### config.mk
export PLATFORM = sky130hd
export DESIGN_NAME = uart_tx_mmio
export DESIGN_NICKNAME = d
export VERILOG_FILES = /design/src/rtl/uart_tx_mmio_pkg.sv /design/src/rtl/uart_tx_mmio_sync_fifo.sv /design/src/rtl/uart_tx_mmio.sv
export SDC_FILE = /design/constraint.sdc
export NUM_CORES = 1
export LEC_CHECK = 0
export ABC_CLOCK_PERIOD_IN_PS = 3250
export CAP_MARGIN = 0
export CELL_PAD_IN_SITES_DETAIL_PLACEMENT = 2
export CELL_PAD_IN_SITES_GLOBAL_PLACEMENT = 2
export CORE_ASPECT_RATIO = 0.8
export CORE_MARGIN = 5
export CORE_UTILIZATION = 45
export DETAILED_ROUTE_END_ITERATION = 12
export DONT_BUFFER_PORTS = 1
export MAX_ROUTING_LAYER = met4
export PLACE_DENSITY = 0.84
export REMOVE_ABC_BUFFERS = 1
export SYNTH_ARGS = -nofsm -noshare
export SYNTH_HDL_FRONTEND = slang
export SYNTH_SLANG_ARGS = --single-unit
### constraint.sdc
create_clock -name CLK -period 3.25 [get_ports CLK]
set_input_delay 0.1625 -clock CLK [delete_from_list [all_inputs] [get_ports CLK]]
set_output_delay 0.1625 -clock CLK [all_outputs]
set_load 0.1 [all_outputs]
### src/rtl/uart_tx_mmio_pkg.sv
// Shared register offsets, serializer state encoding and STATUS bit positions
// for the memory-mapped UART transmitter.
package uart_tx_mmio_pkg;

  localparam logic [1:0] RegTxdata  = 2'd0;
  localparam logic [1:0] RegStatus  = 2'd1;
  localparam logic [1:0] RegBauddiv = 2'd2;
  localparam logic [1:0] RegCtrl    = 2'd3;

  localparam int unsigned StatusBusy  = 0;
  localparam int unsigned StatusFull  = 1;
  localparam int unsigned StatusEmpty = 2;
  localparam int unsigned StatusOvf   = 3;
  localparam int unsigned StatusCount = 8;

  typedef enum logic [1:0] {
    StIdle,
    StStart,
    StData,
    StStop
  } uart_state_e;

endpackage

### src/rtl/uart_tx_mmio_sync_fifo.sv
// Synchronous FIFO with occupancy count; a push while full is accepted only
// when a pop happens in the same cycle.
module uart_tx_mmio_sync_fifo #(
  parameter int unsigned WIDTH = 8,
  parameter int unsigned DEPTH = 16
) (
  input  logic                       clk,
  input  logic                       rst_n,
  input  logic                       push,
  input  logic [WIDTH-1:0]           push_data,
  input  logic                       pop,
  output logic [WIDTH-1:0]           pop_data,
  output logic                       full,
  output logic                       empty,
  output logic [$clog2(DEPTH):0]     count
);

  localparam int unsigned AddrW = $clog2(DEPTH);
  localparam int unsigned CntW  = AddrW + 1;

  logic [WIDTH-1:0] mem_q [DEPTH];
  logic [AddrW-1:0] wptr_q, rptr_q;
  logic [CntW-1:0]  count_q, count_d;
  logic             push_ok, pop_ok;

  assign full     = (count_q == CntW'(DEPTH));
  assign empty    = (count_q == '0);
  assign count    = count_q;
  assign pop_data = mem_q[rptr_q];

  assign pop_ok  = pop & ~empty;
  assign push_ok = push & (~full | pop_ok);

  always_comb begin
    count_d = count_q;
    unique case ({push_ok, pop_ok})
      2'b10:   count_d = count_q + 1'b1;
      2'b01:   count_d = count_q - 1'b1;
      default: count_d = count_q;
    endcase
  end

  always_ff @(posedge clk or negedge rst_n) begin
    if (!rst_n) begin
      wptr_q  <= '0;
      rptr_q  <= '0;
      count_q <= '0;
    end else begin
      if (push_ok) wptr_q <= wptr_q + 1'b1;
      if (pop_ok)  rptr_q <= rptr_q + 1'b1;
      count_q <= count_d;
    end
  end

  // Storage needs no reset; empty/count gate every read.
  always_ff @(posedge clk) begin
    if (push_ok) mem_q[wptr_q] <= push_data;
  end

endmodule

### src/rtl/uart_tx_mmio.sv
// Memory-mapped UART transmitter: bus register file, TX FIFO and an 8N1
// serializer driving TXD LSB first.
module uart_tx_mmio
  import uart_tx_mmio_pkg::*;
#(
  parameter int unsigned FIFO_DEPTH   = 16,
  parameter int unsigned BAUD_DIV_RST = 868
) (
  input  logic        CLK,
  input  logic        RSTN,
  input  logic        CE,
  input  logic [29:0] ADDR,
  input  logic [3:0]  WSTB,
  input  logic [31:0] DATAI,
  output logic [31:0] DATAO,
  output logic        TXD
);

  localparam int unsigned CntW = $clog2(FIFO_DEPTH) + 1;

  uart_state_e state_q, state_d;

  logic [15:0]     baud_div_q;
  logic [15:0]     baud_cnt_q;
  logic [7:0]      shreg_q;
  logic [2:0]      bit_cnt_q;
  logic            enable_q;
  logic            overflow_q;

  logic [1:0]      sel;
  logic            wr, rd;
  logic            fifo_push, fifo_pop;
  logic [7:0]      fifo_head;
  logic            fifo_full, fifo_empty;
  logic [CntW-1:0] fifo_count;
  logic            bit_end, start_ok, busy;
  logic [31:0]     status;
  logic            unused_bits;

  assign unused_bits = ^{ADDR[29:2], DATAI[31:16]};

  // ADDR is a word address, so its two LSBs are byte-address bits [3:2].
  assign sel = ADDR[1:0];
  assign wr  = CE & (|WSTB);
  assign rd  = CE & (WSTB == 4'b0000);

  assign fifo_push = wr & (sel == RegTxdata) & WSTB[0];
  assign bit_end   = (baud_cnt_q == 16'd1);
  assign start_ok  = enable_q & ~fifo_empty;

  uart_tx_mmio_sync_fifo #(
    .WIDTH(8),
    .DEPTH(FIFO_DEPTH)
  ) u_fifo (
    .clk       (CLK),
    .rst_n     (RSTN),
    .push      (fifo_push),
    .push_data (DATAI[7:0]),
    .pop       (fifo_pop),
    .pop_data  (fifo_head),
    .full      (fifo_full),
    .empty     (fifo_empty),
    .count     (fifo_count)
  );

  // Register file
  always_ff @(posedge CLK or negedge RSTN) begin
    if (!RSTN) begin
      baud_div_q <= 16'(BAUD_DIV_RST);
      enable_q   <= 1'b1;
      overflow_q <= 1'b0;
    end else begin
      if (wr && sel == RegBauddiv && WSTB[1:0] == 2'b11) begin
        baud_div_q <= (DATAI[15:0] == 16'd0) ? 16'd1 : DATAI[15:0];
      end
      if (wr && sel == RegCtrl && WSTB[0]) begin
        enable_q <= DATAI[0];
      end
      if (fifo_push && fifo_full && !fifo_pop) begin
        overflow_q <= 1'b1;
      end else if (wr && sel == RegCtrl && WSTB[0] && DATAI[1]) begin
        overflow_q <= 1'b0;
      end
    end
  end

  always_comb begin
    status                 = '0;
    status[StatusBusy]     = busy;
    status[StatusFull]     = fifo_full;
    status[StatusEmpty]    = fifo_empty;
    status[StatusOvf]      = overflow_q;
    status[StatusCount+:5] = 5'(fifo_count);
  end

  always_comb begin
    DATAO = '0;
    if (rd) begin
      unique case (sel)
        RegTxdata:  DATAO = '0;
        RegStatus:  DATAO = status;
        RegBauddiv: DATAO = {16'd0, baud_div_q};
        RegCtrl:    DATAO = {31'd0, enable_q};
        default:    DATAO = '0;
      endcase
    end
  end

  // Serializer FSM: state register
  always_ff @(posedge CLK or negedge RSTN) begin
    if (!RSTN) state_q <= StIdle;
    else       state_q <= state_d;
  end

  // Serializer FSM: next state
  always_comb begin
    state_d = state_q;
    unique case (state_q)
      StIdle:  if (start_ok) state_d = StStart;
      StStart: if (bit_end) state_d = StData;
      StData:  if (bit_end && bit_cnt_q == 3'd7) state_d = StStop;
      StStop:  if (bit_end) state_d = start_ok ? StStart : StIdle;
      default: state_d = StIdle;
    endcase
  end

  // Serializer FSM: outputs
  always_comb begin
    TXD      = 1'b1;
    busy     = 1'b1;
    fifo_pop = 1'b0;
    unique case (state_q)
      StIdle: begin
        busy     = 1'b0;
        fifo_pop = start_ok;
      end
      StStart: TXD = 1'b0;
      StData:  TXD = shreg_q[0];
      StStop:  fifo_pop = bit_end & start_ok;
      default: TXD = 1'b1;
    endcase
  end

  // Bit timing and shift datapath; BAUDDIV is sampled only at bit starts.
  always_ff @(posedge CLK or negedge RSTN) begin
    if (!RSTN) begin
      shreg_q    <= '0;
      bit_cnt_q  <= '0;
      baud_cnt_q <= 16'(BAUD_DIV_RST);
    end else if (fifo_pop) begin
      shreg_q    <= fifo_head;
      bit_cnt_q  <= '0;
      baud_cnt_q <= baud_div_q;
    end else if (state_q != StIdle) begin
      if (bit_end) begin
        baud_cnt_q <= baud_div_q;
        if (state_q == StData) begin
          shreg_q   <= {1'b0, shreg_q[7:1]};
          bit_cnt_q <= bit_cnt_q + 1'b1;
        end
      end else begin
        baud_cnt_q <= baud_cnt_q - 1'b1;
      end
    end
  end

endmodule
; ---- Word-level counts from Yosys, hierarchy flattened
; Memory sizes are Yosys's and may differ from the RTL's.
; Index checks and enable logic that the tools add are counted.
[totals]
ram_bits = 128
elab_cells = 95
ff_bits = 60
n_memories = 1
input_bits = 69
output_inout_bits = 33
[mem_list]
columns = memory, words, width, rd, rd_ports_with_merged_regs, wr, line_no
row1 = u_fifo.mem_q, 16, 8, 1, 0, 1, uart_tx_mmio_sync_fifo.sv:21  ; logic [WIDTH-1:0] mem_q [DEPTH];
[op_classes]
muxes = 28
add_sub_neg = 6
n_reduce_logical = 23
bitwise_logic = 11
n_eq_ne = 16
[ops]
columns = op, n
row1 = 32-bit case mux with 4 select lines, 1
row2 = 16-bit 2-to-1 mux, 4
row3 = 32-bit 2-to-1 mux, 1
row4 = 8-bit 2-to-1 mux, 4
row5 = "16-bit by 1-bit equality test with 1-bit output, second input constant", 1
row6 = 16-bit logical NOT, 1
row7 = "16-bit by 1-bit subtractor with 16-bit output, second input constant", 1
row8 = "2-bit equality test, second input constant", 6
row9 = 3-bit 2-to-1 mux, 4
row10 = 2-bit nonzero test, 6
row11 = 5-bit case mux with 2 select lines, 1
row12 = "4-bit by 1-bit adder with 4-bit output, second input constant", 2
row13 = 1-bit bitwise AND, 8
row14 = 1-bit logical AND, 8
row15 = 2-bit 2-to-1 mux, 4
row16 = "2-bit != test, second input constant", 4
row17 = 2-bit case mux with 4 select lines, 1
row18 = "2-bit by 1-bit equality test with 1-bit output, second input constant", 3
row19 = 1-bit 2-to-1 mux, 6
row20 = "5-bit by 1-bit adder with 5-bit output, second input constant", 1
row21 = "5-bit equality test, second input constant", 1
row22 = 5-bit logical NOT, 1
row23 = "5-bit by 1-bit subtractor with 5-bit output, second input constant", 1
row24 = 2-bit logical NOT, 2
row25 = 10 further kinds, 12

; ---- Logic depth before layout (Yosys ltp)
; Gate-level depths: netlist of run 1.
[depth]
depth_word = 10
depth_mapped = 14
ltp_nobuf = 13

; ---- Modules after synthesis
; Synthesis of run 1 repeated with hierarchy kept, for this count alone.
[unflattened]
hier_cells = 595
hier_area_um2 = 8866.0
[modules_own_cells]
columns = module, seq_area_each_um2, area_each_um2, instances, cells_per_inst
row1 = uart_tx_mmio_sync_fifo, 4169.0, 5972.0, 1, 296
row2 = uart_tx_mmio, 1189.9, 2894.0, 1, 299

; ---- Worst setup path before layout of run 1
; Ideal clock, no wire load.
[synth_timing]
path_type = register -> output
start = register state_q[0]
end = output TXD
stages_incl_launch_ff = 4
path_slack_ps = 281
t_arrival_ps = 2806
required_time_ps = 3087
n_path_buf = 0
cell_sequence = dfrtp_1 > inv_1 > ha_1 > o21ai_0
[synth_via]
elab_chain_cells = 2
elab_cells_between_ends = 3
classes_between = eq/ne: 2 / mux: 1
[synth_rtl]
columns = element, line_no
row1 = start: declaration, uart_tx_mmio.sv:21  ; uart_state_e state_q, state_d;
row2 = start signal: assignment, uart_tx_mmio.sv:111  ; if (!RSTN) state_q <= StIdle;
row3 = start signal: assignment, uart_tx_mmio.sv:112  ; else state_q <= state_d;
row4 = 2-bit equality test / 2-bit by 1-bit equality test with 1-bit output (equally long branches), uart_tx_mmio.sv:132  ; unique case (state_q)
row5 = 1-bit case mux with 2 select lines *, uart_tx_mmio.sv:132
row6 = end: declaration, uart_tx_mmio.sv:16  ; output logic TXD
; Every way passes the cells marked *; elsewhere a longest branch is shown, timed or not.

; ---- Worst setup path after layout of run 1
[layout_timing]
start = register state_q[0]
end = memory u_fifo.mem_q[6][4] (enable)
[layout_via]
elab_chain_cells = 7
elab_cells_between_ends = 8
classes_between = eq/ne: 1 / mux: 3 / bitwise: 3 / reduce/logical: 1
[layout_rtl]
columns = element, line_no
row1 = 2-bit equality test / 2-bit logical NOT (equally long branches), uart_tx_mmio.sv:132
row2 = 1-bit case mux with 2 select lines *, uart_tx_mmio.sv:132
row3 = 1-bit bitwise AND *, uart_tx_mmio_sync_fifo.sv:31  ; assign pop_ok = pop & ~empty;
row4 = 1-bit OR *, uart_tx_mmio_sync_fifo.sv:32  ; assign push_ok = push & (~full | pop_ok);
row5 = 1-bit bitwise AND *, uart_tx_mmio_sync_fifo.sv:32
row6 = 1-bit 2-to-1 mux *, uart_tx_mmio_sync_fifo.sv:57  ; if (push_ok) mem_q[wptr_q] <= push_data;
row7 = 1-bit 2-to-1 mux (not written as such) *, uart_tx_mmio_sync_fifo.sv:57
row8 = end: declaration, uart_tx_mmio_sync_fifo.sv:21
; Marked as above.

==> impl_metrics.env, run 1 <==
export IMPL_clock_insertion_delay_worst_skew_ns=0.44
export IMPL_synthSimpleGateAreaFrac=0.0905
export IMPL_floorplan_io_pins=102
export IMPL_cpMostUsedCell="buf_4"
export IMPL_num_nets_final=724
export IMPL_drt_antenna_violating_nets=0
export IMPL_synth_xor_xnor_area_share=0.0102
export IMPL_cts_made_buffers=17
export IMPL_synthAdderAreaFrac=0.0270
export IMPL_fp_dieW_um=165
export IMPL_postSynthCellCount=598
export IMPL_p_int_mw=5.12
export IMPL_synth_area_um2=8630
export IMPL_yosysWarnings=0
export IMPL_min_clock_period_post_route_ns=3.15
export IMPL_netSwitchingFraction=0.380
export IMPL_min_delay_worst_type="in -> reg"
export IMPL_cts_htree_levels=4
export IMPL_cp_cell_sequence="ha_2, nor4b_4, nand4_1, buf_4, a211oi_2, buf_4, and3_1"
export IMPL_slew_viol_final=0
export IMPL_seq_area_frac_synth=0.621
export IMPL_post_synth_top_area_cell="edfxtp_1"
export IMPL_ys_seq_elements=188
export IMPL_crit_path_max_incr_delay_ns=0.62
export IMPL_share_seq_of_total_power=0.414
export IMPL_syn_mean_instance_area_um2=14.4
export IMPL_total_number_of_vias=5578
export IMPL_avgRoutedWirePerCell_um=30.4
export IMPL_yosys_most_used_dff="edfxtp_1"
export IMPL_power_density_nw_per_um2=840
export IMPL_worst_ep_arrival_time_ns=3.22
export IMPL_path_buf_inv=2
export IMPL_dieArea_um2=22100
export IMPL_vdd_drop_max_v=0.000438
export IMPL_synthDominantCellAreaShare=0.446
export IMPL_final_layout_size_suffix_gt1_frac=0.225
export IMPL_final_min_period_over_clock_period=0.970
export IMPL_grt_pass1_wl_um=41800
export IMPL_crit_path_top_delay_cell="and3_1"
export IMPL_report_final_hold_viol_count=0
export IMPL_routabilityCongestion=0.798
export IMPL_highest_clock_rate_ghz=0.317
export IMPL_drt_drc_violations_left=0
export IMPL_design_core_area_um2=18900
export IMPL_final_setup_skew_ns=0.0146
export IMPL_netSwitchingPower_mw=3.13
export IMPL_finish_instance_area_um2=9820
export IMPL_gr_total_overflow=0
export IMPL_cts_sinks=188
export IMPL_largest_driver_fanout_on_the_critical_path=20
export IMPL_die_height_um=134
export IMPL_number_of_antenna_violations_at_the_first_check_in_global_routing=0
export IMPL_synth_top_family_by_area="multiplexers"
export IMPL_synth_edf_count=128
export IMPL_path_clk_slew_ns=0.07
export IMPL_area_delta_synth_final_pct=13.8
export IMPL_mostFrequentLayoutCells="edfxtp_1, dfrtp_1, nand2_1"
export IMPL_n_antenna_cell=0
export IMPL_starting_utilization_of_the_core_area=0.456
export IMPL_tritoncts="yes"
export IMPL_required_time_of_the_worst_setup_path_ns=3.32
export IMPL_final_wl_um=27600
export IMPL_final_hold_worst_slack_ns=0.0499
export IMPL_timing_max_cap_violations=0
export IMPL_critPathTopFamily="simple AND/OR/NAND/NOR gates"
export IMPL_via_count_of_the_first_global_routing_pass=6116
export IMPL_grt_start_max_net_pins=61
export IMPL_vias_per_cell=6.14
export IMPL_hpwl_um=18100
export IMPL_fp_row_count=45
export IMPL_r2r_setup_slack_ns=0.1
export IMPL_fill_cells=1789
export IMPL_final_core_util=0.519
export IMPL_share_of_flip_flops_with_an_asynchronous_set_or_reset=0.319
export IMPL_drt_pass1_iterations=5
export IMPL_synth_top_cells_by_area="edfxtp_1, dfrtp_1, mux4_2, dfstp_2, mux2i_1"
export IMPL_ctsRootBufferMaster="clkbuf_16"
export IMPL_grtUsageTotal=0.270
export IMPL_synth_cell_type_count=54
export IMPL_most_common_library_cell_in_the_layout_ignoring_fill_and_taps="edfxtp_1"
export IMPL_number_of_buffers_between_clock_root_and_the_deepest_sink=2
export IMPL_timing_setup_critical_path_class="reg -> reg"
export IMPL_worstSetupEndpointType="register"
export IMPL_finalSetupViolCount=0
export IMPL_run_status="completed"
export IMPL_power_leakage_nw=3.58
export IMPL_detailedRoute_firstIterationViolations=535
export IMPL_synth_compound_area_frac=0.0717
export IMPL_placed_area_um2=9000
export IMPL_worstSetupStartpointType="register"
export IMPL_yosys_mux_area_fraction=0.140
export IMPL_relSlewSlack=0.313
export IMPL_fin_tns_setup_ns=0
export IMPL_proportion_of_power_drawn_by_combinational_gates=0.334
export IMPL_clockPowerShare=0.253
export IMPL_pin_slew_with_the_least_headroom_to_its_limit_ns=1.02
export IMPL_io_buffers=0
-- path summary, 6_finish.rpt --
path / start / endpoint / cells past startpoint
setup / recovery: state_q[0]$_DFFE_PN0P_ / u_fifo.mem_q[6][4]$_DFFE_PP_ / 7
hold / removal: WSTB[0] / enable_q$_DFFE_PN1P_ / 2
setup reg to reg: state_q[0]$_DFFE_PN0P_ / u_fifo.mem_q[6][4]$_DFFE_PP_ / 7
hold reg to reg: baud_div_q[13]$_DFFE_PN0P_ / baud_div_q[13]$_DFFE_PN0P_ / 1
max in group asynchronous: RSTN / enable_q$_DFFE_PN1P_ / 2
min in group asynchronous: RSTN / baud_div_q[4]$_DFFE_PN0P_ / 2
-- cells in the mapped netlist, drive strengths merged, types with 9 or more instances --
cell and number:
edfxtp 128, dfrtp 49, nand2 37, mux4 32, o21ai 31, mux2i 28, buf 27, nor2 27
a22oi 26, inv 22, and3 20, mux2 18, ha 17, clkbuf 16, nor3 13, and2 11
dfstp 11, xnor2 10, nor2b 9, nor4 9
-- power by group through the flow --
stage / sequential [mW] / combinational [mW] / clock [mW]
3_3_place_gp: 3.33 / 2.31 / 0
4_1_cts: 3.37 / 2.71 / 2.09
5_1_grt: 3.45 / 2.94 / 2.22
2_1_floorplan: 3.31 / 1.73 / 0
3_5_place_dp: 3.39 / 2.58 / 0
6_report: 3.41 / 2.75 / 2.08
-- cell families after synthesis --
kind of cell | count (synthesis)
AOI/OAI and AO/OA | 90
xor gates and xnor gates | 10
adders and majority gates | 18
buffers and inverters | 65
DFF | 188
muxes | 78
other | 1
and+or+nand+nor | 148
-- metrics by stage --
stage                     instances  total power, mW  setup WS [ns]
final                           908             8.24         0.0976
after global routing            908             8.61        -0.0392
after CTS                       908             8.17          0.104
after detailed placement        857             5.97         0.0162
after global placement          857             5.65          0.402
after floorplan                 570             5.04         0.0140
-- per-layer routing --
layer	GRT usage	vias up	wire length (um)
met5	-	-	0
met4	0.0933	0	846
met3	0.0495	49	1460
met2	0.433	221	13900
met1	0.349	2972	11500
li1	-	2336	-
-- layout make-up --
class / count / area (um2) / share of cell area
Timing Repair Buffer: 48 / 423 / 0.0431
Inverter: 22 / 82.6 / 0.00841
Clock buffer: 20 / 437 / 0.0445
Sequential cell: 188 / 5360 / 0.546
Tap cell: 258 / 323 / 0.0329
Multi-Input combinational cell: 360 / 3070 / 0.312
Clock inverter: 12 / 125 / 0.0127
-- registers in the layout, indices dropped and copies added (netlist names) --
| register | flops |
|---|---|
| state_q | 2 |
| overflow_q | 1 |
| enable_q | 1 |
| bit_cnt_q | 3 |
| baud_div_q | 16 |
| u_fifo.rptr_q | 4 |
| shreg_q | 8 |
| baud_cnt_q | 16 |
| u_fifo.wptr_q | 4 |
| u_fifo.count | 5 |
| u_fifo.mem_q | 128 |
-- timing repair --
action,CTS,global route
setup endpoints to repair,9,67
buffers inserted,1,0
hold buffers,18,0
hold endpoints to repair,205,0
resized for setup,2,5
pin swaps,1,1
Note: power is estimated with default switching activity, not from simulation.
==> run 2: changes to the inputs <==
--- a/config.mk
+++ b/config.mk
@@ -5,17 +5,18 @@
 export SDC_FILE = /design/constraint.sdc
 export NUM_CORES = 1
 export LEC_CHECK = 0
+export ABC_AREA = 1
 export ABC_CLOCK_PERIOD_IN_PS = 3250
 export CAP_MARGIN = 0
 export CELL_PAD_IN_SITES_DETAIL_PLACEMENT = 2
 export CELL_PAD_IN_SITES_GLOBAL_PLACEMENT = 2
 export CORE_ASPECT_RATIO = 0.8
 export CORE_MARGIN = 5
-export CORE_UTILIZATION = 45
+export CORE_UTILIZATION = 41
 export DETAILED_ROUTE_END_ITERATION = 12
 export DONT_BUFFER_PORTS = 1
 export MAX_ROUTING_LAYER = met4
-export PLACE_DENSITY = 0.84
+export PLACE_DENSITY = 0.85
 export REMOVE_ABC_BUFFERS = 1
 export SYNTH_ARGS = -nofsm -noshare
 export SYNTH_HDL_FRONTEND = slang
==> run 2 against run 1 <==
  * Clock power grew 7%
  * Power increased by 11%
  * Largest cell class unchanged
  * Critical path type unchanged
  * Global-route usage up 2.6 points
  * Routed wire length up 26%
  * Synthesized cell count grew 47%
  * Count of clock-buffer cells in the layout shrank 1
==> impl_metrics.env, run 2 <==
export IMPL_worstHoldPathCells=2
export IMPL_synthDominantCellAreaShare=0.433
export IMPL_io_buffers=0
export IMPL_synth_area_um2=8870
export IMPL_die_height_um=142
export IMPL_gr_total_overflow=0
export IMPL_pin_slew_with_the_least_headroom_to_its_limit_ns=1.06
export IMPL_netlist_top_cells_count="nand2_1, edfxtp_1, nor2_1"
export IMPL_finalSetupViolCount=0
export IMPL_worstReg2RegEnd="u_fifo.count[4]$_DFFE_PN0P_"
export IMPL_timing_setup_critical_path_class="reg -> reg"
export IMPL_crit_path_max_incr_delay_ns=0.44
export IMPL_final_min_period_over_clock_period=0.936
export IMPL_relSlewSlack=0.290
export IMPL_cts_sinks=188
export IMPL_grt_pass1_wl_um=53000
export IMPL_grt_start_max_net_pins=70
export IMPL_final_hold_worst_slack_ns=0.0724
export IMPL_cts_made_buffers=17
export IMPL_number_of_antenna_violations_at_the_first_check_in_global_routing=2
export IMPL_detailedRoute_firstIterationViolations=761
export IMPL_num_nets_final=1014
export IMPL_largest_registers_in_the_final_layout="u_fifo.mem_q: 128 flops, baud_cnt_q: 16 flops, baud_div_q: 16 flops"
export IMPL_worstSetupStartpoint="baud_cnt_q[1]$_DFFE_PN0P_"
export IMPL_post_synth_top_area_cell="edfxtp_1"
export IMPL_seq_area_frac_synth=0.604
export IMPL_critPathTopFamily="simple AND/OR/NAND/NOR gates"
export IMPL_crit_path_top_delay_cell="fa_1"
export IMPL_synth_cell_type_count=43
export IMPL_largest_register_ff_count=128
export IMPL_mostFrequentLayoutCells="nand2_1, edfxtp_1, nor2_1"
export IMPL_grtUsageTotal=0.296
export IMPL_avgRoutedWirePerCell_um=28.7
export IMPL_timing_max_cap_violations=0
export IMPL_starting_utilization_of_the_core_area=0.414
export IMPL_cts_htree_levels=4
export IMPL_post_cts_buffers=0
export IMPL_most_common_library_cell_in_the_layout_ignoring_fill_and_taps="nand2_1"
export IMPL_synth_top_cells_by_area="edfxtp_1, dfrtp_1, nand2_1, o21ai_0, nor2_1"
export IMPL_largest_driver_fanout_on_the_critical_path=4
export IMPL_clock_insertion_delay_worst_skew_ns=0.45
export IMPL_postSynthCellCount=881
export IMPL_floorplan_io_pins=102
export IMPL_rsz0062_at_grt="no"
export IMPL_fp_row_count=48
export IMPL_report_final_hold_viol_count=0
export IMPL_path_clk_slew_ns=0.08
export IMPL_min_clock_period_post_route_ns=3.04
export IMPL_final_layout_size_suffix_gt1_frac=0.159
export IMPL_drt_pass1_iterations=5
export IMPL_path_buf_inv=4
export IMPL_ctsRootBufferMaster="clkbuf_16"
export IMPL_slew_viol_final=0
export IMPL_power_leakage_nw=4.00
export IMPL_final_core_util=0.481
export IMPL_ys_seq_elements=188
export IMPL_min_delay_start="DATAI[0]"
export IMPL_post_layout_total_power_mw=9.18
export IMPL_vias_per_cell=5.99
export IMPL_synth_edf_count=128
export IMPL_worstSetupStartpointType="register"
export IMPL_yosysMostFrequentCell="nand2_1"
export IMPL_number_of_buffers_between_clock_root_and_the_deepest_sink=2
export IMPL_run_status="completed"
export IMPL_tritoncts="yes"
export IMPL_area_delta_synth_final_pct=16.2
export IMPL_worstSetupEndpointType="register"
export IMPL_share_of_flip_flops_with_an_asynchronous_set_or_reset=0.319
export IMPL_dieArea_um2=24700
export IMPL_rr_worst_depth=20
export IMPL_syn_mean_instance_area_um2=10.1
export IMPL_timing_hold_worst_endpoint="baud_div_q[0]$_DFFE_PN0P_"
export IMPL_highest_clock_rate_ghz=0.329
export IMPL_vdd_drop_max_v=0.000389
export IMPL_min_delay_worst_type="in -> reg"
export IMPL_hpwl_um=20400
export IMPL_yosysWarnings=0
export IMPL_drt_drc_violations_left=0
export IMPL_fp_dieW_um=174
export IMPL_top_register="u_fifo.mem_q"
export IMPL_final_setup_skew_ns=0.0214
export IMPL_via_count_of_the_first_global_routing_pass=7968
export IMPL_yosys_most_used_dff="edfxtp_1"
export IMPL_total_number_of_vias=7289
export IMPL_power_density_nw_per_um2=890
export IMPL_routabilityCongestion=0.793
export IMPL_r2r_setup_slack_ns=0.21
export IMPL_cp_cell_sequence="inv_1, ha_1, nand2_1, nor2_2, nand2_1, nor2_4, nand2_2, nand2_4, nand3_2, fa_1, inv_1, a21oi_1, o21ai_1, inv_1, nand2_1, nand2_1, inv_1, nand2_1, nand2_1, nand2_1"
export IMPL_cpMostUsedCell="nand2_1"
export IMPL_worstReg2RegStart="baud_cnt_q[1]$_DFFE_PN0P_"
export IMPL_crit_cells=20
export IMPL_worst_ep_arrival_time_ns=3.38
export IMPL_required_time_of_the_worst_setup_path_ns=3.59
export IMPL_design_core_area_um2=21400
export IMPL_final_wl_um=35000
export IMPL_drt_antenna_violating_nets=0
[run 2: changes by cell type after synthesis, moves of 14 or more]
| cell | before | now |
|---|---|---|
| mux4_2 | 32 | 0 |
| mux2_2 | 18 | 1 |
| mux2i_1 | 27 | 0 |
| nand2_1 | 37 | 203 |
| inv_2 | 0 | 14 |
| nor2_1 | 27 | 85 |
| a22oi_1 | 26 | 0 |
| a21oi_1 | 5 | 32 |
| and3_1 | 20 | 0 |
| inv_1 | 22 | 49 |
| nand3_1 | 4 | 49 |
| xor2_1 | 0 | 21 |
| o21ai_0 | 17 | 74 |
[run 2: kinds of logic (layout without fill, tap and decap cells)]
| family | count (synthesis) | count (layout) | share of synthesized area |
|---|---|---|---|
| compound gates | 157 | 157 | 0.100 |
| xor+xnor | 21 | 21 | 0.0207 |
| fa+ha+maj | 18 | 18 | 0.0262 |
| buf+inv | 113 | 157 | 0.0619 |
| flops | 188 | 188 | 0.604 |
| mux | 1 | 1 | 0.00127 |
| other cells | 1 | 18 | 0.000423 |
| simple gates | 382 | 382 | 0.185 |
[run 2: stage by stage]
stage	setup WS, ns	cells	area (um2)	TNS, ns
6_report	0.209	1217	10300	0
5_1_grt	0.00314	1217	10300	0
4_1_cts	0.0977	1215	10300	0
3_5_place_dp	0.458	1165	9510	0
3_3_place_gp	0.589	1165	9510	0
2_1_floorplan	-0.447	848	8630	-0.447
[run 2: worst max-delay path by stage]
| stage | end | slack (ns) |
|---|---|---|
| global placement | u_fifo.count[4]$_DFFE_PN0P_ | 0.59 |
| floorplan | DATAO[0] | -0.45 |
| detailed placement | u_fifo.count[4]$_DFFE_PN0P_ | 0.46 |
| finish | u_fifo.count[4]$_DFFE_PN0P_ | 0.21 |
| CTS | u_fifo.count[4]$_DFFE_PN0P_ | 0.1 |
| global route | u_fifo.count[4]$_DFFE_PN0P_ | 0.003 |
[run 2: layout make-up]
class                           instances  area [um2]
Multi-Input combinational cell        595        3110
Fill cell                            2177       11100
Antenna cell                            2        5.00
Sequential cell                       188        5360
Tap cell                              275         344
Inverter                               65         249
Timing Repair Buffer                   60         651
Clock inverter                         13         155
Clock buffer                           19         433
[run 2: layer usage]
metal | GRT usage | wire length [um]
met1 | 0.367 | 14100
met2 | 0.492 | 17100
met3 | 0.0448 | 2170
met4 | 0.121 | 1610
met5 | - | 0
[run 2: worst register-to-register path, stage by stage, from the launching register on]
cell	delay, ns
dfrtp_1	0.41
inv_1	0.13
ha_1	0.20
nand2_1	0.08
nor2_2	0.16
nand2_1	0.13
nor2_4	0.18
nand2_2	0.11
nand2_4	0.13
nand3_2	0.14
fa_1	0.44
inv_1	0.08
a21oi_1	0.06
o21ai_1	0.18
inv_1	0.08
nand2_1	0.08
nand2_1	0.06
inv_1	0.08
nand2_1	0.08
nand2_1	0.08
nand2_1	0.05
[run 2: report_power, final]
group | leakage (nW) | total [mW] | internal, mW | switching, mW
Sequential | 1.86 | 3.34 | 2.93 | 0.409
Combinational | 1.87 | 3.62 | 0.980 | 2.64
Clock | 0.278 | 2.22 | 1.16 | 1.06
[run 2: repair_timing]
item	4_1_cts	5_1_grt
endpoints found under the setup margin	0	1
resized for setup	0	2
endpoints found under the hold margin	205	0
hold buffers	18	0
==> run 3: changes to the inputs <==
--- a/config.mk
+++ b/config.mk
@@ -17,7 +17,6 @@
 export DONT_BUFFER_PORTS = 1
 export MAX_ROUTING_LAYER = met4
 export PLACE_DENSITY = 0.85
-export REMOVE_ABC_BUFFERS = 1
 export SYNTH_ARGS = -nofsm -noshare
 export SYNTH_HDL_FRONTEND = slang
 export SYNTH_SLANG_ARGS = --single-unit
==> run 3 against run 2 <==
  * Die area did not move
  * Sequential power barely moved
  * Count of clock-buffer cells in the layout decreased by 1
  * Via count increased by 1.5%
  * Largest cell class unchanged
  * Largest power group unchanged
==> impl_metrics.env, run 3 (synthesized netlist as in run 2, its figures left out) <==
export IMPL_report_final_hold_viol_count=0
export IMPL_drt_drc_violations_left=0
export IMPL_rsz0062_at_grt="no"
export IMPL_final_setup_skew_ns=0.0147
export IMPL_placed_area_um2=9510
export IMPL_timing_max_cap_violations=0
export IMPL_final_min_period_over_clock_period=0.941
export IMPL_via_count_of_the_first_global_routing_pass=8043
export IMPL_worst_ep_arrival_time_ns=3.41
export IMPL_timing_critical_path_to="u_fifo.count[4]$_DFFE_PN0P_"
export IMPL_grt_pass1_wl_um=55200
export IMPL_crit_path_max_incr_delay_ns=0.44
export IMPL_worstReg2RegEnd="u_fifo.count[4]$_DFFE_PN0P_"
export IMPL_run_status="completed"
export IMPL_final_core_util=0.480
export IMPL_timing_setup_critical_path_class="reg -> reg"
export IMPL_total_number_of_vias=7399
export IMPL_largest_registers_in_the_final_layout="u_fifo.mem_q: 128 flops, baud_cnt_q: 16 flops, baud_div_q: 16 flops"
export IMPL_min_delay_worst_type="in -> reg"
export IMPL_rr_worst_depth=20
export IMPL_routabilityCongestion=0.787
export IMPL_avgRoutedWirePerCell_um=30.5
export IMPL_die_height_um=142
export IMPL_finish_instance_area_um2=10300
export IMPL_power_density_nw_per_um2=907
export IMPL_highest_clock_rate_ghz=0.327
export IMPL_area_delta_synth_final_pct=16.0
export IMPL_hpwl_um=20800
export IMPL_critPathTopFamily="simple AND/OR/NAND/NOR gates"
export IMPL_pin_slew_with_the_least_headroom_to_its_limit_ns=1.09
export IMPL_starting_utilization_of_the_core_area=0.414
export IMPL_worstReg2RegStart="baud_cnt_q[1]$_DFFE_PN0P_"
export IMPL_drt_pass1_iterations=5
export IMPL_cts_htree_levels=4
export IMPL_final_wl_um=37100
export IMPL_worstSetupStartpoint="baud_cnt_q[1]$_DFFE_PN0P_"
export IMPL_cts_sinks=188
export IMPL_fin_tns_setup_ns=0
export IMPL_path_clk_slew_ns=0.08
export IMPL_post_layout_total_power_mw=9.32
export IMPL_floorplan_io_pins=102
export IMPL_met2_length_um=17900
export IMPL_fp_row_count=48
export IMPL_clock_insertion_delay_worst_skew_ns=0.47
export IMPL_most_common_library_cell_in_the_layout_ignoring_fill_and_taps="nand2_1"
export IMPL_top_register="u_fifo.mem_q"
export IMPL_path_buf_inv=4
export IMPL_crit_path_top_delay_cell="fa_1"
export IMPL_min_clock_period_post_route_ns=3.06
export IMPL_final_hold_worst_slack_ns=0.0332
export IMPL_power_leakage_nw=4.01
export IMPL_drt_antenna_violating_nets=0
export IMPL_finalSetupViolCount=0
export IMPL_r2r_setup_slack_ns=0.19
export IMPL_cts_made_buffers=17
export IMPL_grt_start_max_net_pins=70
export IMPL_cp_cell_sequence="inv_1, ha_1, nand2_1, nor2_2, nand2_1, nor2_2, nand2_2, nand2_4, nand3_2, fa_1, inv_1, a21oi_1, o21ai_1, inv_1, nand2_1, nand2_1, inv_1, nand2_1, nand2_1, nand2_1"
export IMPL_relSlewSlack=0.273
export IMPL_mostFrequentLayoutCells="nand2_1, edfxtp_1, nor2_1"
export IMPL_detailedRoute_firstIterationViolations=801
export IMPL_cpMostUsedCell="nand2_1"
export IMPL_fp_dieW_um=174
export IMPL_num_nets_final=1014
export IMPL_routedLengthMet1_um=14900
export IMPL_largest_register_ff_count=128
export IMPL_slew_viol_final=0
export IMPL_post_cts_buffers=0
export IMPL_final_layout_size_suffix_gt1_frac=0.159
export IMPL_crit_cells=20
export IMPL_required_time_of_the_worst_setup_path_ns=3.60
export IMPL_design_core_area_um2=21400
export IMPL_gr_total_overflow=0
export IMPL_worstSetupEndpointType="register"
export IMPL_largest_driver_fanout_on_the_critical_path=4
export IMPL_io_buffers=0
export IMPL_dieArea_um2=24700
export IMPL_vias_per_cell=6.08
export IMPL_dr_max_layer_used="met4"
export IMPL_number_of_buffers_between_clock_root_and_the_deepest_sink=2
export IMPL_vdd_drop_max_v=0.000368
export IMPL_grtUsageTotal=0.315
export IMPL_ctsRootBufferMaster="clkbuf_16"
export IMPL_wl_met3_um=2550
export IMPL_number_of_antenna_violations_at_the_first_check_in_global_routing=1
export IMPL_tritoncts="yes"
export IMPL_worstSetupStartpointType="register"
## run 3: per-layer routing
layer  up-vias  global-route usage
met5         -                   -
met4         0               0.139
met3       109              0.0629
met2       374               0.501
met1      3865               0.395
li1       3051                   -
## run 3: repair_timing
item / 4_1_cts / 5_1_grt
endpoints found under the hold margin: 206 / 0
endpoints found under the setup margin: 0 / 1
gates resized for setup: 0 / 1
hold buffers: 18 / 0
## run 3: final cells by class
class | instances | area (um2)
fillers | 2184 | 11200
flip-flops and latches | 188 | 5360
clock inverters | 14 | 149
repair buffers | 60 | 648
diodes | 1 | 2.50
well taps | 275 | 344
inverters | 65 | 249
multi-input cells | 595 | 3100
clock buffers | 18 | 429
## run 3: tightest hold or removal path, cell delays in order
cell     delay [ns]
nor4_1         0.03
a41oi_1        0.16
a21oi_1        0.10
## run 3: worst min path at each step
| stage | from | to | slack [ns] | depth (start not counted) |
|---|---|---|---|---|
| floorplan | RSTN | baud_cnt_q[0]$_DFFE_PN0P_ | -0.13 | 0 |
| CTS | DATAI[7] | baud_div_q[0]$_DFFE_PN0P_ | 0.01 | 3 |
| detailed placement | RSTN | u_fifo.count[3]$_DFFE_PN0P_ | -0.13 | 0 |
| global route | DATAI[7] | baud_div_q[0]$_DFFE_PN0P_ | 0.03 | 3 |
| global placement | RSTN | u_fifo.count[3]$_DFFE_PN0P_ | -0.13 | 0 |
| finish | DATAI[7] | baud_div_q[0]$_DFFE_PN0P_ | 0.03 | 3 |
## run 3: through the flow
step	cells	setup WS, ns
floorplan	896	0.240
global placement	1165	0.568
detailed placement	1165	0.379
CTS	1215	0.245
global route	1216	0.0185
finish	1216	0.191
## run 3: power breakdown
part           switching, mW  internal (mW)  total (mW)
logic                   2.75          0.984        3.74
registers              0.414           2.93        3.34
clock network           1.15           1.09        2.24
